File: src/rtl/stream_mux_arb.sv
// stream_mux_arb
//   N-channel, WIDTH-bit stream multiplexer with valid/ready handshakes and
//   a single registered output stage. The granted channel is chosen either
//   by an external select (fixed mode) or by a round-robin search that
//   starts at the channel after the last one served.
//
// Ports
//   clk          rising-edge clock
//   rst_n        asynchronous active-low reset
//   i_mode       0 = fixed select via i_sel, 1 = round-robin
//   i_sel        channel select for fixed mode (out-of-range stalls all)
//   i_in_data    channel i occupies bits [i*WIDTH +: WIDTH]
//   i_in_valid   per-channel valid
//   o_in_ready   per-channel ready (combinational)
//   o_out_data   registered output data
//   o_out_ch     registered id of the channel that supplied o_out_data
//   o_out_valid  registered output valid
//   i_out_ready  consumer ready
//
// Output stage states
//   state    | meaning
//   ST_EMPTY | no beat held, o_out_valid = 0
//   ST_FULL  | beat held,    o_out_valid = 1

module stream_mux_arb #(
    parameter  int WIDTH = 4,
    parameter  int NCH   = 4,
    localparam int SELW  = $clog2(NCH)
) (
    input  logic                 clk,
    input  logic                 rst_n,
    input  logic                 i_mode,
    input  logic [SELW-1:0]      i_sel,
    input  logic [NCH*WIDTH-1:0] i_in_data,
    input  logic [NCH-1:0]       i_in_valid,
    output logic [NCH-1:0]       o_in_ready,
    output logic [WIDTH-1:0]     o_out_data,
    output logic [SELW-1:0]      o_out_ch,
    output logic                 o_out_valid,
    input  logic                 i_out_ready
);

    typedef enum logic {
        ST_EMPTY = 1'b0,
        ST_FULL  = 1'b1
    } state_t;

    localparam logic [SELW:0] NCH_W = (SELW+1)'(NCH);

    state_t            r_state;
    state_t            w_state_nxt;
    logic [SELW-1:0]   r_rr_ptr;
    logic [WIDTH-1:0]  r_out_data;
    logic [SELW-1:0]   r_out_ch;

    logic [NCH-1:0]    w_grant;
    logic [SELW-1:0]   w_gnt_id;
    logic              w_found;
    logic [SELW:0]     w_sum;
    logic [WIDTH-1:0]  w_gnt_data;
    logic              w_can_load;
    logic              w_xfer;

    // Grant selection. In round-robin mode the candidate index is
    // rr_ptr + k folded back into 0..NCH-1; one extra bit on the sum keeps
    // the wrap correct when NCH is not a power of two.
    always_comb begin
        w_grant  = '0;
        w_gnt_id = '0;
        w_found  = 1'b0;
        w_sum    = '0;
        if (!i_mode) begin
            if ({1'b0, i_sel} < NCH_W) begin
                w_grant[i_sel] = 1'b1;
                w_gnt_id       = i_sel;
            end
        end else begin
            for (int k = 0; k < NCH; k++) begin
                w_sum = {1'b0, r_rr_ptr} + (SELW+1)'(k);
                if (w_sum >= NCH_W) begin
                    w_sum = w_sum - NCH_W;
                end
                if (!w_found && i_in_valid[w_sum[SELW-1:0]]) begin
                    w_found                  = 1'b1;
                    w_grant[w_sum[SELW-1:0]] = 1'b1;
                    w_gnt_id                 = w_sum[SELW-1:0];
                end
            end
        end
    end

    // One-hot AND-OR data mux; avoids a variable part-select that could
    // run past the bus for an out-of-range select.
    always_comb begin
        w_gnt_data = '0;
        for (int i = 0; i < NCH; i++) begin
            if (w_grant[i]) begin
                w_gnt_data = i_in_data[i*WIDTH +: WIDTH];
            end
        end
    end

    assign o_out_valid = (r_state == ST_FULL);
    assign w_can_load  = ~o_out_valid | i_out_ready;
    assign o_in_ready  = w_grant & {NCH{w_can_load}};
    assign w_xfer      = |(o_in_ready & i_in_valid);
    assign o_out_data  = r_out_data;
    assign o_out_ch    = r_out_ch;

    always_ff @(posedge clk or negedge rst_n) begin
        if (!rst_n) begin
            r_state <= ST_EMPTY;
        end else begin
            r_state <= w_state_nxt;
        end
    end

    always_comb begin
        w_state_nxt = r_state;
        case (r_state)
            ST_EMPTY: if (w_xfer) w_state_nxt = ST_FULL;
            ST_FULL:  if (!w_xfer && i_out_ready) w_state_nxt = ST_EMPTY;
            default:  w_state_nxt = ST_EMPTY;
        endcase
    end

    // Data and channel id only move on a transfer; a plain drain leaves
    // them as they were.
    always_ff @(posedge clk or negedge rst_n) begin
        if (!rst_n) begin
            r_out_data <= '0;
            r_out_ch   <= '0;
            r_rr_ptr   <= '0;
        end else if (w_xfer) begin
            r_out_data <= w_gnt_data;
            r_out_ch   <= w_gnt_id;
            r_rr_ptr   <= (w_gnt_id == SELW'(NCH-1)) ? '0 : w_gnt_id + 1'b1;
        end
    end

endmodule

File: config.mk
export PLATFORM = sky130hd
export DESIGN_NAME = stream_mux_arb
export DESIGN_NICKNAME = d
export VERILOG_FILES = /design/src/rtl/stream_mux_arb.sv
export SDC_FILE = /design/constraint.sdc
export NUM_CORES = 1
export LEC_CHECK = 0
export CORE_UTILIZATION = 30
export DETAILED_ROUTE_END_ITERATION = 12
export PLACE_DENSITY = 0.66
export SKIP_LAST_GASP = 1
export SYNTH_ARGS = -nofsm -noshare
export SYNTH_HDL_FRONTEND = slang
export SYNTH_SLANG_ARGS = --single-unit
export TNS_END_PERCENT = 1
File: constraint.sdc
create_clock -name clk -period 4.4 [get_ports clk]
set_input_delay 0.88 -clock clk [delete_from_list [all_inputs] [get_ports clk]]
set_output_delay 0.88 -clock clk [all_outputs]
set_load 0.02 [all_outputs]
==> impl_metrics.yaml <==
status:
  status: "finished, final reports clean"
routing:
  wirelength_um: 3150
  drt_first_pass_iters: 4
  vias_per_cell: 5.48
  vias: 1244
  drt_iter0_markers: 22
  wire_per_inst_um: 13.9
  ant_nets: 0
  post-route-drc-count: 0
placed_design:
  placed_area_um2: 1610
  routabilityCongestion: 0.952
  dp_slack_ns: 0.140
  dp.cells: 223
  dp_hpwl_um: 2650
  io_buffers: 36
synthesis:
  yosysMostFrequentCell: "nand2_1"
  ys_seq_area_frac: 0.196
  syn-cell-area_um2: 1150
  synth_nets: 168
  synthCells: 135
  synthArstFlopShare: 1.00
  yosysUniqueCellTypes: 42
  yosysTopAreaCellShare: 0.196
  syn_area_per_cell_um2: 8.51
  synth_edf_count: 0
  netlist_top_cells_count: "nand2_1 (15), nor2_1 (11), dfrtp_1 (9)"
  yosysWarnings: 0
  synth-seq-cells: 9
  yosys_most_used_dff: "dfrtp_1"
  yosys-top-cells-area: "dfrtp_1 (20%), ha_1 (7.6%), nand2_1 (4.9%), mux2_2 (3.9%), mux4_2 (3.9%)"
  yosys.area.top_type: "dfrtp_1"
timing:
  rsz0062_at_grt: "no"
  tightest_slew_ns: 0.498
  fin_tns_setup_ns: 0
  min_period_over_period: 0.968
  setup_viol: 0
  fin_ws_ns: 0.141
  period_needed_ns: 4.26
  drv_slew: 0
  hold_viol_final: 0
  timing.fmax_mhz: 235
  slew_headroom: 0.667
  finalClockSkew_ns: 0.000558
grt:
  grt_usage: 0.164
  antenna_found_initial: 0
  overflow: 0
  grt_max_degree: 15
  grt_pass1_vias: 1162
  grt_pass1_wl_um: 5240
floorplan:
  die_w_um: 63.9
  dieArea_um2: 4080
  die_y_um: 63.9
  ios: 37
  initial_core_util: 0.314
  rows: 22
  core_um2: 3660
critical_path:
  worstSetupPathType: "input port to output port"
  cp_data_required_time_ns: 3.52
  worstPathArrival_ns: 3.38
  crit_path_end_kind: "output port"
  start_kind: "input port"
  worstPathMaxFanout: 8
clock_tree:
  post_cts_resized: 0
  cts_setup_buffers: 0
  cts_hold_buf: 0
  cts_max_path_buffers: 2
  numClockSinks: 9
  cts_tree: "yes"
  numCtsBuffers: 3
  path_clk_slew_ns: 0.04
  cts.htree.levels: 1
  clock_latency_ns: 0.23
  cts_root_buffer: "clkbuf_8"
layout:
  ff_latch_area_um2: 225
  multiInputGateArea_um2: 841
  drive_gt1_frac: 0.140
  diodes: 0
  syn_to_final_growth_pct: 43.8
  stdcell_count: 227
  fin_nets: 213
  stdcell_area_um2: 1650
  nFillCells: 371
power:
  ir_drop_mv: 0.353
  power.density_nw_per_um2: 621
  leakagePower_nw: 0.709
job:
  cap_violations: 0
hold_path:
  hp-class: "register to register"
final timing paths:
path | start | to | slack (ns) | cells past startpoint
worst min-delay path | o_out_data[1] | o_out_data[1] | 0.48 | 2
worst max register to register | r_rr_ptr[1] | o_out_ch[1] | 1.20 | 9
worst min register to register | o_out_data[1] | o_out_data[1] | 0.48 | 2
max in group asynchronous | rst_n | r_rr_ptr[0] | 3.19 | 1
min in group asynchronous | rst_n | o_out_data[0] | 0.94 | 1
worst max-delay path | i_in_valid[2] | o_in_ready[1] | 0.14 | 7
flip-flops by register name (all words and copies together) (netlist names):
name         count
o_out_ch         2
o_out_data       4
o_out_valid      1
r_rr_ptr         2
power by group:
part           total [mW]  internal (mW)  switching, mW
Clock              0.0931         0.0629         0.0302
Sequential          0.149          0.126         0.0229
Combinational       0.783          0.361          0.422
Total                1.03          0.551          0.475
placed cells by master (no fill, tap or decap), drive strengths merged, types with 2 or more instances in the layout:
| cell type | instances |
|---|---|
| nand2b | 3 |
| mux4 | 3 |
| dfrtp | 9 |
| a311o | 2 |
| a221oi | 4 |
| and2 | 3 |
| o41ai | 5 |
| inv | 8 |
| o21a | 3 |
| o21ai | 7 |
| nand2 | 15 |
| o211ai | 4 |
| a21oi | 6 |
| mux2i | 3 |
| buf | 12 |
| mux2 | 4 |
| nor2 | 11 |
| a211oi | 2 |
| nor3 | 4 |
| nor2b | 3 |
| o211a | 4 |
| clkdlybuf4s50 | 36 |
| a211o | 2 |
| ha | 7 |
| a31oi | 5 |
| clkbuf | 4 |
per-stage QoR:
step                      power [mW]  utilization  hold slack (ns)
after floorplan                0.677            -            0.575
after global placement         0.916        0.439            0.477
after detailed placement       0.926        0.439            0.481
after CTS                       1.03        0.451            0.492
after global routing            1.11        0.451            0.521
final                           1.03        0.451            0.482
layout make-up:
class	count	share of cell area
clock buffer	4	0.0273
sequential	9	0.136
inverter	8	0.0182
multi-input combinational	110	0.509
tap	48	0.0364
timing repair buffer	48	0.273
cells by family (layout without fill, tap and decap cells):
group / Yosys count / in the layout / synth area share
and+or+nand+nor: 43 / 43 / 0.186
adders and majority gates: 7 / 7 / 0.0762
muxes: 10 / 10 / 0.127
DFF: 9 / 9 / 0.196
AOI/OAI and AO/OA: 50 / 50 / 0.342
buffers and inverters: 16 / 60 / 0.0719
critical path, stage by stage:
cell and delay (ns):
clkdlybuf4s50_1 0.61, or3b_2 0.46, a21oi_1 0.32, o211ai_1 0.15
a21boi_1 0.19, and2_1 0.14, clkdlybuf4s50_1 0.61
layer usage:
| metal | wire length [um] | GRT usage |
|---|---|---|
| met1 | 1410 | 0.219 |
| met2 | 1510 | 0.266 |
| met3 | 163 | 0.0143 |
| met4 | 61 | 0.0739 |
| met5 | 0 | 0 |
No activity file was read; power rests on OpenSTA's default activity.
